<file path="src/rtl/axil_multi_adder.sv">
// AXI4-Lite slave exposing NUM_CHANNELS add/sub/accumulate engines, one 16-byte register window each.
// Writing OPB launches a one-cycle registered compute; read and write channels run independently.
module axil_multi_adder #(
    parameter int DATA_WIDTH   = 32,
    parameter int ADDR_WIDTH   = 8,
    parameter int NUM_CHANNELS = 4,
    parameter int OPND_WIDTH   = 32
) (
    input  logic                    s1_axi_aclk,
    input  logic                    s1_axi_areset,
    input  logic [ADDR_WIDTH-1:0]   s1_axi_awaddr,
    input  logic                    s1_axi_awvalid,
    output logic                    s1_axi_awready,
    input  logic [DATA_WIDTH-1:0]   s1_axi_wdata,
    input  logic [DATA_WIDTH/8-1:0] s1_axi_wstrb,
    input  logic                    s1_axi_wvalid,
    output logic                    s1_axi_wready,
    output logic [1:0]              s1_axi_bresp,
    output logic                    s1_axi_bvalid,
    input  logic                    s1_axi_bready,
    input  logic [ADDR_WIDTH-1:0]   s1_axi_araddr,
    input  logic                    s1_axi_arvalid,
    output logic                    s1_axi_arready,
    output logic [DATA_WIDTH-1:0]   s1_axi_rdata,
    output logic [1:0]              s1_axi_rresp,
    output logic                    s1_axi_rvalid,
    input  logic                    s1_axi_rready
);
    localparam int         CH_W   = ADDR_WIDTH - 4;
    localparam logic [1:0] OKAY   = 2'b00;
    localparam logic [1:0] SLVERR = 2'b10;

    typedef enum logic { W_IDLE, W_RESP } wstate_t;
    typedef enum logic { R_IDLE, R_DATA } rstate_t;

    wstate_t                 wstate_q;
    rstate_t                 rstate_q;
    logic                    aw_held_q, w_held_q;
    logic [ADDR_WIDTH-1:0]   awaddr_q;
    logic [DATA_WIDTH-1:0]   wdata_q;
    logic [DATA_WIDTH/8-1:0] wstrb_q;
    logic                    awready_q, wready_q, bvalid_q;
    logic [1:0]              bresp_q;
    logic                    arready_q, rvalid_q;
    logic [1:0]              rresp_q;
    logic [DATA_WIDTH-1:0]   rdata_q;

    logic [DATA_WIDTH-1:0] ch_opa  [NUM_CHANNELS];
    logic [DATA_WIDTH-1:0] ch_opb  [NUM_CHANNELS];
    logic [DATA_WIDTH-1:0] ch_res  [NUM_CHANNELS];
    logic [DATA_WIDTH-1:0] ch_ctrl [NUM_CHANNELS];

    function automatic logic [DATA_WIDTH-1:0] strb_merge(
        input logic [DATA_WIDTH-1:0]   old_v,
        input logic [DATA_WIDTH-1:0]   new_v,
        input logic [DATA_WIDTH/8-1:0] strb
    );
        logic [DATA_WIDTH-1:0] r;
        r = old_v;
        for (int b = 0; b < DATA_WIDTH/8; b++) begin
            if (strb[b]) r[8*b +: 8] = new_v[8*b +: 8];
        end
        return r;
    endfunction

    // Write decode works on the held address/data, so AW and W may arrive in any order.
    logic            wr_fire, wr_err, wr_en;
    logic [CH_W-1:0] wr_chan;
    logic [1:0]      wr_off;

    assign wr_chan = awaddr_q[ADDR_WIDTH-1:4];
    assign wr_off  = awaddr_q[3:2];
    assign wr_fire = (wstate_q == W_IDLE) && aw_held_q && w_held_q;
    assign wr_err  = (awaddr_q[1:0] != 2'b00)
                  || (32'(wr_chan) >= NUM_CHANNELS)
                  || (wr_off == 2'd2)
                  || ((wr_off == 2'd3) && wstrb_q[0] && (wdata_q[1:0] == 2'b11));
    assign wr_en   = wr_fire && !wr_err;

    always_ff @(posedge s1_axi_aclk) begin
        if (s1_axi_areset) begin
            wstate_q  <= W_IDLE;
            aw_held_q <= 1'b0;
            w_held_q  <= 1'b0;
            awaddr_q  <= '0;
            wdata_q   <= '0;
            wstrb_q   <= '0;
            awready_q <= 1'b0;
            wready_q  <= 1'b0;
            bvalid_q  <= 1'b0;
            bresp_q   <= OKAY;
        end else begin
            case (wstate_q)
                W_IDLE: begin
                    if (wr_fire) begin
                        aw_held_q <= 1'b0;
                        w_held_q  <= 1'b0;
                        bvalid_q  <= 1'b1;
                        bresp_q   <= wr_err ? SLVERR : OKAY;
                        awready_q <= 1'b0;
                        wready_q  <= 1'b0;
                        wstate_q  <= W_RESP;
                    end else begin
                        if (s1_axi_awvalid && awready_q) begin
                            aw_held_q <= 1'b1;
                            awaddr_q  <= s1_axi_awaddr;
                        end
                        if (s1_axi_wvalid && wready_q) begin
                            w_held_q <= 1'b1;
                            wdata_q  <= s1_axi_wdata;
                            wstrb_q  <= s1_axi_wstrb;
                        end
                        awready_q <= !(aw_held_q || (s1_axi_awvalid && awready_q));
                        wready_q  <= !(w_held_q || (s1_axi_wvalid && wready_q));
                    end
                end
                W_RESP: begin
                    if (bvalid_q && s1_axi_bready) begin
                        bvalid_q  <= 1'b0;
                        awready_q <= 1'b1;
                        wready_q  <= 1'b1;
                        wstate_q  <= W_IDLE;
                    end
                end
                default: wstate_q <= W_IDLE;
            endcase
        end
    end

    for (genvar gi = 0; gi < NUM_CHANNELS; gi++) begin : g_ch
        logic [OPND_WIDTH-1:0] opa_q, opb_q, result_q;
        logic [1:0]            mode_q;
        logic                  done_q, carry_q, launch_q;
        logic                  sel;
        logic [DATA_WIDTH-1:0] merged_d;
        logic [OPND_WIDTH:0]   sum_d;

        assign sel      = wr_en && (wr_chan == CH_W'(gi));
        assign merged_d = strb_merge((wr_off == 2'd0) ? ch_opa[gi] : ch_opb[gi], wdata_q, wstrb_q);

        // The top bit of sum_d is carry for add/acc and borrow for sub.
        always_comb begin
            case (mode_q)
                2'b01:   sum_d = {1'b0, opa_q} - {1'b0, opb_q};
                2'b10:   sum_d = {1'b0, result_q} + {1'b0, opb_q};
                default: sum_d = {1'b0, opa_q} + {1'b0, opb_q};
            endcase
        end

        always_ff @(posedge s1_axi_aclk) begin
            if (s1_axi_areset) begin
                opa_q    <= '0;
                opb_q    <= '0;
                result_q <= '0;
                mode_q   <= 2'b00;
                done_q   <= 1'b0;
                carry_q  <= 1'b0;
                launch_q <= 1'b0;
            end else begin
                launch_q <= sel && (wr_off == 2'd1);
                if (launch_q) begin
                    result_q <= sum_d[OPND_WIDTH-1:0];
                    carry_q  <= sum_d[OPND_WIDTH];
                    done_q   <= 1'b1;
                end
                if (sel) begin
                    case (wr_off)
                        2'd0: begin
                            opa_q  <= merged_d[OPND_WIDTH-1:0];
                            done_q <= 1'b0;
                        end
                        2'd1: opb_q <= merged_d[OPND_WIDTH-1:0];
                        2'd3: begin
                            if (wstrb_q[0]) mode_q <= wdata_q[1:0];
                            done_q <= 1'b0;
                        end
                        default: ;
                    endcase
                end
            end
        end

        assign ch_opa[gi]  = DATA_WIDTH'(opa_q);
        assign ch_opb[gi]  = DATA_WIDTH'(opb_q);
        assign ch_res[gi]  = DATA_WIDTH'(result_q);
        assign ch_ctrl[gi] = {22'd0, carry_q, done_q, 6'd0, mode_q};
    end

    logic [CH_W-1:0]       rd_chan;
    logic                  rd_err;
    logic [DATA_WIDTH-1:0] rd_val;

    assign rd_chan = s1_axi_araddr[ADDR_WIDTH-1:4];
    assign rd_err  = (s1_axi_araddr[1:0] != 2'b00) || (32'(rd_chan) >= NUM_CHANNELS);

    always_comb begin
        rd_val = '0;
        for (int c = 0; c < NUM_CHANNELS; c++) begin
            if (rd_chan == CH_W'(c)) begin
                case (s1_axi_araddr[3:2])
                    2'd0:    rd_val = ch_opa[c];
                    2'd1:    rd_val = ch_opb[c];
                    2'd2:    rd_val = ch_res[c];
                    default: rd_val = ch_ctrl[c];
                endcase
            end
        end
    end

    // Read data is captured at address acceptance, so a same-cycle write or compute shows the old value.
    always_ff @(posedge s1_axi_aclk) begin
        if (s1_axi_areset) begin
            rstate_q  <= R_IDLE;
            arready_q <= 1'b0;
            rvalid_q  <= 1'b0;
            rresp_q   <= OKAY;
            rdata_q   <= '0;
        end else begin
            case (rstate_q)
                R_IDLE: begin
                    if (s1_axi_arvalid && arready_q) begin
                        arready_q <= 1'b0;
                        rvalid_q  <= 1'b1;
                        rresp_q   <= rd_err ? SLVERR : OKAY;
                        rdata_q   <= rd_err ? '0 : rd_val;
                        rstate_q  <= R_DATA;
                    end else begin
                        arready_q <= 1'b1;
                    end
                end
                R_DATA: begin
                    if (rvalid_q && s1_axi_rready) begin
                        rvalid_q  <= 1'b0;
                        arready_q <= 1'b1;
                        rstate_q  <= R_IDLE;
                    end
                end
                default: rstate_q <= R_IDLE;
            endcase
        end
    end

    assign s1_axi_awready = awready_q;
    assign s1_axi_wready  = wready_q;
    assign s1_axi_bvalid  = bvalid_q;
    assign s1_axi_bresp   = bresp_q;
    assign s1_axi_arready = arready_q;
    assign s1_axi_rvalid  = rvalid_q;
    assign s1_axi_rresp   = rresp_q;
    assign s1_axi_rdata   = rdata_q;
endmodule

</file>
<file path="config.mk">
export PLATFORM = sky130hd
export DESIGN_NAME = axil_multi_adder
export DESIGN_NICKNAME = d
export VERILOG_FILES = /design/src/rtl/axil_multi_adder.sv
export SDC_FILE = /design/constraint.sdc
export NUM_CORES = 2
export LEC_CHECK = 0
export CAP_MARGIN = 40
export CORE_ASPECT_RATIO = 2
export CORE_MARGIN = 4
export CORE_UTILIZATION = 52
export CTS_BUF_LIST = sky130_fd_sc_hd__clkbuf_4
export CTS_CLUSTER_SIZE = 40
export DETAILED_ROUTE_END_ITERATION = 12
export HOLD_SLACK_MARGIN = 0.03
export PLACE_DENSITY = 0.67
export SETUP_SLACK_MARGIN = 0.02
export SLEW_MARGIN = 20
export SYNTH_ARGS = -nofsm -noshare
export SYNTH_HDL_FRONTEND = slang
export SYNTH_SLANG_ARGS = --single-unit
</file>
<file path="constraint.sdc">
create_clock -name s1_axi_aclk -period 4.4 [get_ports s1_axi_aclk]
set_input_delay 1.1 -clock s1_axi_aclk [delete_from_list [all_inputs] [get_ports s1_axi_aclk]]
set_output_delay 1.1 -clock s1_axi_aclk [all_outputs]
set_load 0.03 [all_outputs]
</file>
**After elaboration in Yosys (flattened, before gate mapping)**

Cells that the tools add are included.

- Flip-flop bits (word level): 493
- Input port bits: 59
- Output and inout bits: 41
- Logic and storage cells: 211

- Add/sub/neg operators: 12
- Order comparisons: 2
- Equality and inequality tests: 24
- Multiplexer cells: 71
- Bitwise operators: 3
- Reduce and logical (&&, ||, !) cells: 56

Operators by type and width:

| operator | number |
|---|---|
| $pmux 32 s3 | 4 |
| $mux 32 | 9 |
| $add 32x32->33 | 8 |
| $pmux 33 s2 | 4 |
| $sub 32x32->33 | 4 |
| $mux 8 | 16 |
| $mux 1 | 29 |
| $reduce_and 2->1 | 14 |
| $logic_and 1x1->1 | 18 |
| $reduce_and 3->1 | 6 |
| $eq 2x2->1 const B | 8 |
| $eq 4x2->1 const B | 4 |
| $pmux 1 s2 | 7 |
| $eq 2x1->1 const B | 6 |
| $eq 4x1->1 const B | 2 |
| $ge 4x3->1 const B | 2 |
| $logic_not 4->1 | 2 |
| $reduce_bool 2->1 | 4 |
| $logic_or 1x1->1 | 6 |
| $logic_not 2->1 | 2 |
| $mux 2 | 2 |
| $ne 2x1->1 const B | 2 |
| $ne 2x2->1 const B | 2 |
| $logic_not 1->1 | 3 |
| 2 further kinds | 4 |

**Depth between registers and ports, before layout**

- Depth after elaboration: 8
- Gate-level depth with buffers: 18
- Mapped depth without buffers: 16

**Worst setup path before layout**

Ideal clock, no wire load.

- Path kind: register -> register
- Start: reg g_ch[2].mode_q[0]
- End: reg g_ch[2].result_q[28]
- Library setup time: 112 ps
- Arrival: 3,913 ps
- Required time: 4,288 ps
- Path slack: 374 ps
- Cell stages (with the launch flop): 16
- Path buffers: 2
- Period minus slack after synthesis: 4,026 ps
- Cell sequence: dfxtp_1 -> nand2b_1 -> clkbuf_1 -> buf_1 -> mux2_2 -> ha_1 -> a21o_1 -> a21o_1 -> a221o_1 -> o21a_1 -> a21oi_2 -> nand2_1 -> a311o_1 -> a221o_1 -> xnor2_1 -> a2111oi_1

- Longest elaborated chain between the ends: 2
- Elaborated cells on any way between the ends: 3
- Those cells by class: eq/ne: 2; mux: 1

Ends and longest elaborated chain:

| element | RTL line | source |
|---|---|---|
| from (decl) | 132 | `logic [1:0] mode_q;` |
| from (signal assigned) | 174 | `if (wstrb_q[0]) mode_q <= wdata_q[1:0];` |
| $eq 2x2->1 or $eq 2x1->1 (tied branches) | 143 | `case (mode_q)` |
| $pmux 33 s2 (*) | 143 |  |
| to (signal assigned) | 162 | `result_q <= sum_d[OPND_WIDTH-1:0];` |
| to (decl) | 131 | `logic [OPND_WIDTH-1:0] opa_q, opb_q, result_q;` |

Mark *: on every way between the ends. The rest lies on a longest branch, timed or not.
A chain may end at the register's enable or synchronous reset.

**Worst setup path in the final report**

Ends and elaborated chain as after synthesis.

==> flow_summary_export.csv <==
group,metric,value,unit
global_routing,grt_util_met2,64.8,%
final_layout,layout.nets,5598,
clock_network,path_clk_slew,0.09,ns
critical_path,crit_family,"compound AO/OA/AOI/OAI gates",
worst_hold_path,holdPathStages,2,
sta,timing.final.crit_share,93.5,%
sta,tightest_slew,0.991,ns
yosys,syn_area_per_cell,7.28,sq um
global_routing,antenna_found_initial,25,
yosys,yosys_warnings,0,
drt,drt-total-wl,156,mm
drt,first_iter_violations,2960,
drt,via_per_inst,6.35,
sta,slew_headroom,33.2,%
global_routing,overflow,0,
yosys,ys_top_cells_by_area,"dfxtp_1 26%, ha_1 8.8%, a21oi_1 8.2%",
drt,post-route-drc-count,0,
yosys,synth-adder-area-share,9.19,%
floorplan,io_pins,100,
critical_path,endpoint_kind,"flop",
sta,rsz0062_at_grt,"false",
yosys,ys_seq_area_share,25.7,%
clock_network,ctsHoldBuffers,0,
critical_path,reg2regPathDepth,14,
sta,setup_viol,0,
yosys,synth_top_family_by_area,"compound AO/OA/AOI/OAI gates",
critical_path,slowest_delay,0.42,ns
final_layout,areaGrowthSynthToFinish,9.59,%
final_layout,mostFrequentLayoutCells,"745 x nor2_1, 629 x a21oi_1, 528 x nand2_1",
placed_design,place.gp.congestion,1.06,
clock_network,cts_max_path_buffers,3,
critical_path,reg2reg_to,"g_ch[2].result_q[28]$_SDFFE_PP0P_",
power,power_density,225,mW/mm^2
yosys,synth_top_area_share,25.7,%
critical_path,worst-setup-path-type,"reg2reg",
global_routing,use_met1,38.6,%
placed_design,hpwlAfterDp,115,mm
yosys,syn_inst,5251,
floorplan,die_x,200,um
power,peakVddDrop,0.000206,V
sta,fmax,0.243,GHz
floorplan,coreArea,0.0729,sq mm
global_routing,grtUsageMet3,7.19,%
drt,antenna_left,0,
critical_path,cp-start-kind,"flop",
final_layout,drive_above_1_share,10.7,%
yosys,synthesis.area,0.0382,sq mm
critical_path,crit_fanout,22,
floorplan,rows,140,
yosys,synthMuxAreaShare,8.32,%
critical_path,worstReg2RegStart,"g_ch[2].mode_q[0]$_SDFFE_PP0P_",
job,drv_cap,0,
status,status,"finished clean",
yosys,synth_seq_cells,491,
placed_design,portBuffers,97,
critical_path,reg2reg_slack,0.29,ns
yosys,yosys.area_share.simple,20.4,%
critical_path,crit_buf_inv,1,
sta,setup-tns-final,0,ns
drt,routedWlPerCell,24.7,um
yosys,synth_xor_area_share,4.29,%
yosys,synth_edf_count,0,
floorplan,initial_utilization,52.4,%
yosys,synth_top_area_cell,"dfxtp_1",
drt,vias,40020,
critical_path,path_cells,"nand2b_1 -> buf_12 -> mux2_2 -> ha_1 -> o21ai_0 -> a211oi_1 -> o31ai_1 -> a21oi_1 -> a21oi_2 -> nand2_1 -> a311o_1 -> a221o_1 -> xnor2_1 -> a2111oi_1",
global_routing,grt_max_degree,173,
drt,drtPass1Iterations,6,
clock_network,htree_levels,3,
global_routing,track_usage,38.6,%
worst_hold_path,hold_path_class,"in2reg",
clock_network,cts_tree,"yes",
clock_network,clock-sinks,491,
global_routing,busiest_layer,"met2",
sta,hold_viol,0,
critical_path,worstPathArrival,5.05,ns
global_routing,grt_pass1_wl,229,mm
floorplan,fp.dieArea,0.0782,sq mm
yosys,synthDistinctLibCells,89,
critical_path,cp_slowest_cell,"a2111oi_1",
sta,finalClockSkew,0.0685,ns
clock_network,cts_buffers,121,
worst_hold_path,min_from,"s1_axi_areset",
sta,layout_min_cycle_time,4.11,ns
sta,finalMaxSlewViolations,0,
yosys,synth-compound-area-share,26.9,%
clock_network,clk_latency,1.07,ns
critical_path,worstPathRequired,5.34,ns
floorplan,die_h,391,um
sta,hold-worst-slack,0.350,ns
final_layout,layout_commonest_cell,"nor2_1",
clock_network,cts-root-buf,"clkbuf_4",
power,p_leak,16.8,nW
global_routing,grt_pass1_vias,38466,
yosys,ys_async_sr_fraction,0,%
worst_hold_path,min_to,"g_ch[2].opb_q[29]$_SDFFE_PP0P_",
yosys,synth-main-ff-cell,"dfxtp_1",
-- cells in the mapped netlist, types with 10 or more instances --
| cell | n |
|---|---|
| and3_1 | 31 |
| a211oi_1 | 98 |
| xor2_1 | 73 |
| and2_1 | 21 |
| buf_1 | 22 |
| and4_1 | 10 |
| nand4_1 | 26 |
| or3_1 | 17 |
| o22ai_1 | 16 |
| nor4_1 | 10 |
| nand2_1 | 536 |
| nor3_1 | 86 |
| mux4_2 | 16 |
| a21oi_1 | 629 |
| nand2b_1 | 96 |
| clkbuf_1 | 291 |
| a32oi_1 | 24 |
| mux2i_1 | 142 |
| inv_1 | 201 |
| nor2_1 | 745 |
| nand3_1 | 80 |
| o21a_1 | 33 |
| o21ai_0 | 493 |
| a311oi_1 | 36 |
| or2_2 | 69 |
| o21bai_1 | 15 |
| xnor2_1 | 114 |
| a31o_2 | 11 |
| o31ai_1 | 18 |
| nor2b_1 | 37 |
| a21o_1 | 115 |
| o211ai_1 | 63 |
| a31oi_1 | 40 |
| mux2_2 | 124 |
| dfxtp_1 | 491 |
| ha_1 | 268 |
-- area by class of cell --
type	instances	area (sq um)
flip-flops and latches	491	9830
diodes	19	47.5
multi-input cells	4238	26500
well taps	923	1150
fillers	7203	31000
inverters	202	758
clock buffers	164	1230
repair buffers	209	2050
clock inverters	60	305
-- per-layer routing --
| metal | up-vias | part of all wire [%] |
|---|---|---|
| met4 | 10 | 11 |
| met1 | 18944 | 34 |
| met5 | - | 0.043 |
| met2 | 1658 | 48 |
| li1 | 18719 | - |
| met3 | 689 | 6.7 |
-- repair_timing --
action	4_1_cts	5_1_grt
setup endpoints to repair	0	5
resized for setup	0	4
endpoints found under the hold margin	0	0
setup buffers	0	1
-- registers in the layout, summed over array words and instances (netlist names), 4 cells and up --
name	cells
g_ch.opa_q	128
g_ch.opb_q	128
g_ch.result_q	128
s1_axi_rdata	32
wdata_q	32
awaddr_q	8
g_ch.mode_q	8
g_ch.carry_q	4
g_ch.done_q	4
g_ch.launch_q	4
wstrb_q	4
-- cell families after synthesis --
kind of cell | count (synthesis)
AO/OA/AOI/OAI | 1707
XOR/XNOR | 187
adder cells (fa/ha/maj) | 276
buffers and inverters | 523
flip-flops | 491
multiplexers | 282
other | 1
AND/OR/NAND/NOR | 1784
-- power by group --
group          leakage [nW]  switching (W)  internal [W]  total, W
Combinational          11.9       0.000674      0.000237  0.000912
Clock                 0.924        0.00217       0.00186   0.00403
Sequential             3.96      0.0000252       0.00447   0.00450
-- worst max-delay path by stage --
stage / start / endpoint / cells after the start
after floorplan: g_ch[2].mode_q[0]$_SDFFE_PP0P_ / g_ch[2].result_q[28]$_SDFFE_PP0P_ / 15
after global placement: g_ch[2].mode_q[0]$_SDFFE_PP0P_ / g_ch[2].result_q[23]$_SDFFE_PP0P_ / 16
after detailed placement: g_ch[0].mode_q[0]$_SDFFE_PP0P_ / g_ch[0].carry_q$_SDFFE_PP0P_ / 14
after CTS: g_ch[2].mode_q[0]$_SDFFE_PP0P_ / g_ch[2].result_q[23]$_SDFFE_PP0P_ / 16
after global routing: g_ch[3].mode_q[1]$_SDFFE_PP0P_ / g_ch[3].result_q[24]$_SDFFE_PP0P_ / 16
final: g_ch[2].mode_q[0]$_SDFFE_PP0P_ / g_ch[2].result_q[28]$_SDFFE_PP0P_ / 14
-- per-stage QoR --
step / worst slack [ns] / utilization (%) / cell area, sq um / cells / total power [W]
6_report: 0.287 / 57.5 / 41900 / 6306 / 0.00944
5_1_grt: 0.0229 / 57.4 / 41800 / 6294 / 0.00976
4_1_cts: 0.291 / 57.3 / 41700 / 6282 / 0.00950
3_5_place_dp: 0.329 / 55.2 / 40200 / 6058 / 0.00547
3_3_place_gp: 0.343 / 55.0 / 40100 / 6046 / 0.00546
2_1_floorplan: 0.374 / - / 38200 / 5252 / 0.00503
Power figures use the tool's default switching activity.
